==> src/rtl/ic_pkg.sv <==
// Shared types and helpers for the instruction-fetch path: PC type, queue entry,
// fetch sequencer states and the RISC-V length decode.
package ic_pkg;

    typedef logic [26:1] ic_pc_t;

    typedef struct packed {
        ic_pc_t      pc;
        logic [31:0] instr;
        logic        compressed;
    } ic_fq_entry_t;

    typedef enum logic [1:0] {
        REQ  = 2'd0,
        WAIT = 2'd1,
        KILL = 2'd2
    } ic_fetch_state_t;

    localparam int unsigned FQ_DEPTH_DEFAULT = 4;

    // Anything whose two low bits are not 2'b11 is a 16-bit instruction.
    function automatic logic is_compressed(input logic [1:0] lsb);
        return (lsb != 2'b11);
    endfunction

    function automatic ic_pc_t pc_step(input ic_pc_t pc, input logic compressed);
        return compressed ? (pc + 26'd1) : (pc + 26'd2);
    endfunction

endpackage

==> src/rtl/ic_fetch_fifo.sv <==
// Synchronous FIFO of fetched instructions; flush wins over push and pop,
// and the head reads as all-zero whenever the queue is empty.
module ic_fetch_fifo
    import ic_pkg::*;
#(
    parameter int unsigned DEPTH = FQ_DEPTH_DEFAULT
) (
    input  logic                     clk,
    input  logic                     rst_p,
    input  logic                     push,
    input  logic                     pop,
    input  logic                     flush,
    input  ic_fq_entry_t             push_data,
    output ic_fq_entry_t             head,
    output logic                     head_valid,
    output logic [$clog2(DEPTH):0]   count
);

    localparam int unsigned PW = $clog2(DEPTH);
    localparam int unsigned CW = PW + 1;

    ic_fq_entry_t   mem_r [DEPTH];
    logic [PW-1:0]  wr_ptr_r;
    logic [PW-1:0]  rd_ptr_r;
    logic [CW-1:0]  count_r;
    logic           do_push_s;
    logic           do_pop_s;

    assign do_push_s  = push && (count_r < CW'(DEPTH));
    assign do_pop_s   = pop && (count_r != {CW{1'b0}});
    assign head_valid = (count_r != {CW{1'b0}});
    assign count      = count_r;

    // Storage, pointers and occupancy.
    always_ff @(posedge clk) begin
        if (rst_p) begin
            wr_ptr_r <= {PW{1'b0}};
            rd_ptr_r <= {PW{1'b0}};
            count_r  <= {CW{1'b0}};
            for (int i = 0; i < int'(DEPTH); i++) begin
                mem_r[i] <= '0;
            end
        end else if (flush) begin
            wr_ptr_r <= {PW{1'b0}};
            rd_ptr_r <= {PW{1'b0}};
            count_r  <= {CW{1'b0}};
        end else begin
            if (do_push_s) begin
                mem_r[wr_ptr_r] <= push_data;
                wr_ptr_r        <= wr_ptr_r + PW'(1);
            end
            if (do_pop_s) begin
                rd_ptr_r <= rd_ptr_r + PW'(1);
            end
            case ({do_push_s, do_pop_s})
                2'b10:   count_r <= count_r + CW'(1);
                2'b01:   count_r <= count_r - CW'(1);
                default: count_r <= count_r;
            endcase
        end
    end

    // Head presentation, forced to zero while empty.
    always_comb begin
        head = '0;
        if (head_valid) begin
            head = mem_r[rd_ptr_r];
        end else begin
            head = '0;
        end
    end

endmodule

==> src/rtl/ic_fetch_unit.sv <==
// Instruction fetch sequencer: owns the fetch PC, issues one cache fetch at a
// time, length-decodes the returned word and queues instructions for decode.
module ic_fetch_unit
    import ic_pkg::*;
#(
    parameter ic_pc_t      RESET_PC = 26'h0000000,
    parameter int unsigned FQ_DEPTH = FQ_DEPTH_DEFAULT
) (
    input  logic         clk,
    input  logic         rst_p,
    input  logic         redirect_en,
    input  logic [26:1]  redirect_pc,
    output logic [26:1]  fetch_addr,
    output logic         fetch_en,
    input  logic         fetch_valid,
    input  logic [31:0]  fetch_data,
    output logic         dec_valid,
    input  logic         dec_ready,
    output logic [31:0]  dec_instr,
    output logic [26:1]  dec_pc,
    output logic         dec_compressed
);

    localparam int unsigned CW = $clog2(FQ_DEPTH) + 1;

    ic_fetch_state_t state_r;
    ic_fetch_state_t state_nxt_s;
    ic_pc_t          pc_r;
    logic [CW-1:0]   count_s;
    logic            space_s;
    logic            fetch_en_s;
    logic            push_s;
    logic            compressed_s;
    ic_fq_entry_t    push_entry_s;
    ic_fq_entry_t    head_s;

    assign space_s      = (count_s < CW'(FQ_DEPTH));
    assign compressed_s = is_compressed(fetch_data[1:0]);

    assign push_entry_s.pc         = pc_r;
    assign push_entry_s.instr      = compressed_s ? {16'h0000, fetch_data[15:0]} : fetch_data;
    assign push_entry_s.compressed = compressed_s;

    // Next-state, fetch request and push decision; a redirect always suppresses the push.
    always_comb begin
        state_nxt_s = state_r;
        fetch_en_s  = 1'b0;
        push_s      = 1'b0;
        case (state_r)
            REQ: begin
                fetch_en_s = space_s && !redirect_en;
                if (fetch_en_s) begin
                    state_nxt_s = WAIT;
                end else begin
                    state_nxt_s = REQ;
                end
            end
            WAIT: begin
                if (fetch_valid) begin
                    push_s      = !redirect_en;
                    state_nxt_s = REQ;
                end else if (redirect_en) begin
                    state_nxt_s = KILL;
                end else begin
                    state_nxt_s = WAIT;
                end
            end
            KILL: begin
                if (fetch_valid) begin
                    state_nxt_s = REQ;
                end else begin
                    state_nxt_s = KILL;
                end
            end
            default: begin
                state_nxt_s = REQ;
            end
        endcase
    end

    // Sequencer state and fetch PC.
    always_ff @(posedge clk) begin
        if (rst_p) begin
            state_r <= REQ;
            pc_r    <= RESET_PC;
        end else begin
            state_r <= state_nxt_s;
            if (redirect_en) begin
                pc_r <= redirect_pc;
            end else if (push_s) begin
                pc_r <= pc_step(pc_r, compressed_s);
            end else begin
                pc_r <= pc_r;
            end
        end
    end

    ic_fetch_fifo #(
        .DEPTH (FQ_DEPTH)
    ) u_fifo (
        .clk        (clk),
        .rst_p      (rst_p),
        .push       (push_s),
        .pop        (dec_ready),
        .flush      (redirect_en),
        .push_data  (push_entry_s),
        .head       (head_s),
        .head_valid (dec_valid),
        .count      (count_s)
    );

    assign fetch_addr     = pc_r;
    assign fetch_en       = fetch_en_s;
    assign dec_instr      = head_s.instr;
    assign dec_pc         = head_s.pc;
    assign dec_compressed = head_s.compressed;

endmodule

==> config.mk <==
export PLATFORM = sky130hd
export DESIGN_NAME = ic_fetch_unit
export DESIGN_NICKNAME = d
export VERILOG_FILES = /design/src/rtl/ic_pkg.sv /design/src/rtl/ic_fetch_fifo.sv /design/src/rtl/ic_fetch_unit.sv
export SDC_FILE = /design/constraint.sdc
export NUM_CORES = 1
export LEC_CHECK = 0
export CAP_MARGIN = 20
export CORE_MARGIN = 2
export CORE_UTILIZATION = 33
export DETAILED_ROUTE_END_ITERATION = 10
export GPL_TIMING_DRIVEN = 1
export PLACE_DENSITY = 0.61
export REMOVE_ABC_BUFFERS = 1
export SYNTH_ARGS = -nofsm -noshare
export SYNTH_HDL_FRONTEND = slang
export SYNTH_HIERARCHICAL = 1
export SYNTH_SLANG_ARGS = --single-unit
==> constraint.sdc <==
create_clock -name clk -period 3.1 [get_ports clk]
set_input_delay 0.62 -clock clk [delete_from_list [all_inputs] [get_ports clk]]
set_output_delay 0.62 -clock clk [all_outputs]
set_load 0.02 [all_outputs]
==> reports/metrics.csv, run 1 <==
metric;value;unit
min cycle time layout;3100;ps
most common cell after layout, fill and taps aside;and2_1;
Post-synth EDFFs;236;
kind of cell adding the most delay to the critical path;buffers and inverters;
Post-synth top flop;edfxtp_1;
most frequent cells in the layout;and2_1 (237), edfxtp_1 (236), clkdlybuf4s50_1 (116);
CTS Root Cell;clkbuf_16;
Worst Hold Launch;u_fifo/rd_ptr_r[1];
Final Skew;20.9;ps
Initial Utilization;33.4;%
Cell Area, Synth;0.0132;mm²
Yosys top cell area share;53.6;%
max-slew violation count;0;
fin crit share;100;%
number of synthesized register bits;273;
first-pass GRT wire length;51700;µm
total CTS buffers;30;
Final Hold Viols;0;
Cells on Worst Hold Path;2;
Synth Warn #;6;
die area;0.0417;mm²
post-synth cell types;66;
Place WS;12.4;ps
DR pass1 iterations;5;
Via Count;8344;
synthesized netlist cell count;975;
total grt overflow;0;
CTS tree;yes;
critical path's slowest cell;mux4_2;
hold buffer count at CTS;0;
sequential share of the synthesized area;59.2;%
hold_ws;489;ps
DR WL/cell;20.7;µm
drt total wl;34400;µm
Final setup viols;0;
Layout Area Growth over Synthesis;24.3;%
syn_area_per_cell;13.6;µm²
WP data arrival;2480;ps
CP Max Fanout;8;
Max Fclk;323;MHz
setup TNS;0;ps
Sink Count;273;
top post-synthesis cells by area;edfxtp_1 (54%), and2_1 (11%), mux4_2 (10%);
H-tree depth;1;
Fillers;3694;
vias in the first global route;8300;
final worst slack;1.10;ps
placed inst area;0.0154;mm²
WS Path Type;reg2out;
antenna viol nets, final;0;
CTS clock-pin slew for the worst setup and hold paths;60;ps
PD cells;505;mW/mm²
CP Cell Sequence;buf_4, mux4_2, nor2b_1, clkdlybuf4s50_1;
fin area;0.0164;mm²
First DRT Iteration DRCs;564;
initial antenna violation count;0;
Buf/Inv on CP;2;
clk_lat worst skew;550;ps
Clock Tree Buf Depth;3;
Lkg Pwr;6.08;nW
Peak supply drop;0.000327;V
Tot GR Track Use;16.4;%
nature of the critical path endpoint;output port;
GP Congestion;0.867;
DR DRC count;0;
Worst Setup Start Kind;flip-flop;
hold crit path type;reg2reg;
unrepaired setup endpoints after global routing;true;
Die H;204;µm
CP max stage delay;550;ps
hpwl dp;21800;µm
layout cells sized above 1;15.7;%
Die Width;204;µm
ys async rst share;0;%
Worst Reg-to-Reg Cells;6;
total of max-cap violations;0;
ant diodes;0;
Rows;73;
cell taking the most area after synthesis;edfxtp_1;
Via density;5.01;
core box area;0.0396;mm²
r2r startpoint;fetch_addr[1];
pin slew with the least headroom to its limit;831;ps
R2R setup slack;530;ps
Slew headroom;43.2;%
status;complete, no violations;
largest net degree at the start of global routing;63;
Worst R2R End;fetch_addr[17];
Layout Nets;1186;
IO Count;150;
# port buffers;149;
critical path data required time;2480;ps
==> worst register-to-register path: stages, from the launching register on <==
cell and delay, ps:
dfxtp_1 550, ha_1 230, a21bo_2 270, a2111oi_0 740, buf_4 240, a211oi_1 70, a2111oi_0 360
==> synthesized netlist by cell type, types with 10 or more instances <==
library cell and count:
and2_1 237, edfxtp_1 236, nor2b_1 61, mux4_2 59, dfxtp_1 37, nor2_1 31, buf_4 29, clkbuf_1 27
nand2_1 25, and3_1 18, clkbuf_2 14, inv_1 13, nand3_1 12, nor3_1 12, buf_2 11, nand4_1 11
a211oi_1 10
==> metrics by stage <==
step	instances	utilization [%]	power (mW)
after floorplan	884	-	4.47
after global placement	1610	38.9	4.82
after detailed placement	1610	38.9	4.83
after CTS	1666	41.3	8.38
after global routing	1666	41.4	8.55
final	1666	41.4	8.30
==> worst max-delay path by stage <==
stage,slack (ps),from,endpoint,cells past startpoint
after CTS,-60,flip-flop,dec_pc[20],4
after detailed placement,10,fetch_data[0],fetch_addr[17],6
after global routing,-100,flip-flop,dec_instr[2],4
after global placement,-7,fetch_data[0],fetch_addr[17],6
final,1,flip-flop,dec_pc[20],4
after floorplan,-970,fetch_valid,u_fifo/mem_r[1][0],5
==> power by group <==
part	internal [mW]	switching [mW]
registers	4.11	0.0947
clock network	2.14	1.42
logic	0.259	0.283
total	6.50	1.80
==> registers in the layout, summed over array words and instances, names as in the netlist, named ones only <==
name and flops:
u_fifo/rd_ptr_r 2, fetch_addr 26, state_r 2, u_fifo/wr_ptr_r 2, u_fifo/mem_r 236, u_fifo/count 3
==> routing by layer <==
layer / routed length [µm] / up-vias / part of all wire (%) / global-route usage (%)
met2: 16000 / 272 / 46 / 26.4
met3: 2130 / 40 / 6.2 / 2.55
met4: 499 / 0 / 1.4 / 3.23
met5: 0 / - / 0 / 0
li1: - / 3847 / - / -
met1: 15800 / 4185 / 46 / 23.5
==> repair_timing <==
| action | 4_1_cts | 5_1_grt |
|---|---|---|
| pin swaps | 0 | 0 |
| setup buffers | 2 | 0 |
| setup endpoints to repair | 52 | 40 |
| resized for setup | 19 | 16 |
==> layout make-up <==
class | count | area [µm²] | area share [%]
Clock buffer | 34 | 787 | 4.79
Clock inverter | 20 | 196 | 1.20
Inverter | 13 | 48.8 | 0.297
Multi-Input combinational cell | 598 | 4820 | 29.3
Sequential cell | 273 | 7840 | 47.7
Tap cell | 525 | 657 | 4.00
Timing Repair Buffer | 203 | 2080 | 12.7
==> kinds of logic (layout without fill, tap and decap cells) <==
logic type | count (synthesis) | in the layout | synth area share, %
buffers and inverters | 104 | 270 | 4.52
adder cells (fa/ha/maj) | 4 | 4 | 0.435
XOR/XNOR | 11 | 11 | 0.729
AND/OR/NAND/NOR | 461 | 461 | 21.3
flip-flops | 273 | 273 | 59.2
multiplexers | 59 | 59 | 10.1
AO/OA/AOI/OAI | 63 | 63 | 3.71
Note: power is estimated with default switching activity, not from simulation.
==> inputs of run 2 (changes only) <==
CORE_ASPECT_RATIO = 1.4   (was default)
==> reports/metrics.csv, run 2 (same netlist as run 1, synthesis figures left out) <==
metric;value;unit;change
critical path data required time;2480;ps;about the same
largest net degree at the start of global routing;63;;unchanged
H-tree depth;1;;unchanged
Tot GR Track Use;16.4;%;about the same
Final Core Density;41.0;%;-0.46 points
Clock Tree Buf Depth;3;;unchanged
most frequent cells in the layout;and2_1 (237), edfxtp_1 (236), clkdlybuf4s50_1 (95);;
fin area;0.0162;mm²;-1.5%
hold crit path type;reg2reg;;
Peak supply drop;0.000505;V;+54%
Combinational Power Share;6.7;%;+0.2 points
Via density;4.97;;-0.83%
Layout Area Growth over Synthesis;22.4;%;
WS Path Type;reg2out;;
drt total wl;34100;µm;-0.88%
Final setup viols;0;;unchanged
DR DRC count;0;;unchanged
CTS Root Cell;clkbuf_16;;
DR WL/cell;20.6;µm;-0.16%
max-slew violation count;0;;unchanged
die area;0.0417;mm²;about the same
max reg flops;236;;unchanged
Via Count;8215;;-1.5%
Inst Count DP;1603;;-0.43%
number of non-filler instances in the completed layout;1654;;-0.72%
initial antenna violation count;0;;unchanged
Pint;6.14;mW;-5.6%
pin slew with the least headroom to its limit;610;ps;-221 ps
Lkg Pwr;5.91;nW;-2.7%
switching portion of total power;22.1;%;+0.44 points
hpwl dp;20600;µm;-5.6%
gr busiest metal;met2;;
Rows;86;;+18%
hold buffer count at CTS;0;;unchanged
first-pass GRT wire length;51900;µm;+0.45%
Cells on Worst Hold Path;2;;unchanged
Die H;241;µm;+18%
PD cells;487;mW/mm²;-3.7%
GP Congestion;0.834;;-3.9%
CTS tree;yes;;
IO Count;150;;unchanged
First DRT Iteration DRCs;577;;+2.3%
met1 GRT Util;20.1;%;-3.4 points
Fillers;3725;;+0.84%
met2 Use GR;30.3;%;+3.9 points
core box area;0.0395;mm²;-0.38%
clk_lat worst skew;550;ps;about the same
status;complete, no violations;;
unrepaired setup endpoints after global routing;true;;
final worst slack;105;ps;+104 ps
CP Max Fanout;11;;+3
Final Skew;10.8;ps;-10.0 ps
Sink Count;273;;unchanged
fin crit share;96.6;%;-3.4 points
Worst Reg-to-Reg Cells;6;;unchanged
hold_ws;497;ps;+8.22 ps
Max Fclk;334;MHz;+3.5%
min cycle time layout;3000;ps;-104 ps
switching power;1.74;mW;-3.2%
ant diodes;0;;unchanged
Largest Register;u_fifo/mem_r;;
Initial Utilization;33.5;%;+0.13 points
placed inst area;0.0153;mm²;-0.54%
total grt overflow;0;;unchanged
total of max-cap violations;0;;unchanged
total CTS buffers;27;;-10%
vias in the first global route;8731;;+5.2%
Worst Setup Start Kind;flip-flop;;
# port buffers;149;;unchanged
CTS clock-pin slew for the worst setup and hold paths;60;ps;about the same
Layout Nets;1173;;-1.1%
Slew headroom;58.3;%;+15 points
antenna viol nets, final;0;;unchanged
GR Util met3;1.95;%;-0.60 points
DR pass1 iterations;5;;unchanged
nature of the critical path endpoint;output port;;
Reg power frac;53.3;%;+2.7 points
WP data arrival;2380;ps;-100 ps
Die Width;173;µm;-15%
Place WS;144;ps;+132 ps
most common cell after layout, fill and taps aside;and2_1;;
Final Hold Viols;0;;unchanged
layout cells sized above 1;14.5;%;-1.2 points
Clk pwr share;40.0;%;-2.8 points
-- run 2: power groups by stage --
stage	combinational (mW)	clock [mW]	sequential, mW
2_1_floorplan	0.194	0	4.28
3_3_place_gp	0.534	0	4.27
3_5_place_dp	0.533	0	4.28
4_1_cts	0.533	3.24	4.20
5_1_grt	0.564	3.36	4.21
6_report	0.524	3.15	4.20
-- run 2: final timing paths --
check | startpoint | to | slack (ps)
setup reg to reg | fetch_addr[1] | fetch_addr[17] | 750
hold reg to reg | u_fifo/rd_ptr_r[1] | flip-flop | 500
hold / removal | u_fifo/rd_ptr_r[1] | flip-flop | 500
setup / recovery | flip-flop | dec_pc[4] | 100
-- run 2: cell type report --
| type | count | area (µm²) | share of cell area [%] |
|---|---|---|---|
| sequential | 273 | 7840 | 48.4 |
| multi-input combinational | 598 | 4820 | 29.8 |
| timing repair buffer | 193 | 1980 | 12.2 |
| clock buffer | 34 | 712 | 4.40 |
| tap | 528 | 661 | 4.08 |
| clock inverter | 15 | 121 | 0.750 |
| inverter | 13 | 48.8 | 0.302 |
-- run 2: metrics by stage --
step / setup TNS, ps / power [mW]
2_1_floorplan: -204320 / 4.47
6_report: 0 / 7.88
3_5_place_dp: 0 / 4.81
5_1_grt: -2.73 / 8.14
3_3_place_gp: 0 / 4.80
4_1_cts: 0 / 7.97
-- run 2: what timing repair did --
| item | CTS | global route |
|---|---|---|
| setup endpoints to repair | 39 | 10 |
| buffers inserted | 0 | 0 |
| resized for setup | 52 | 6 |
| cloned | 1 | 1 |
-- run 2: layer usage --
| metal | wire (µm) | vias up |
|---|---|---|
| met5 | 0 | - |
| met4 | 649 | 0 |
| met3 | 1590 | 38 |
| met2 | 17700 | 243 |
| met1 | 14200 | 4118 |
| li1 | - | 3816 |
-- run 2: critical path, cell delays in order, from the launching register on --
cell,delay [ps]
dfxtp_4,450
buf_16,190
mux4_2,500
nor2b_1,140
clkdlybuf4s50_1,540
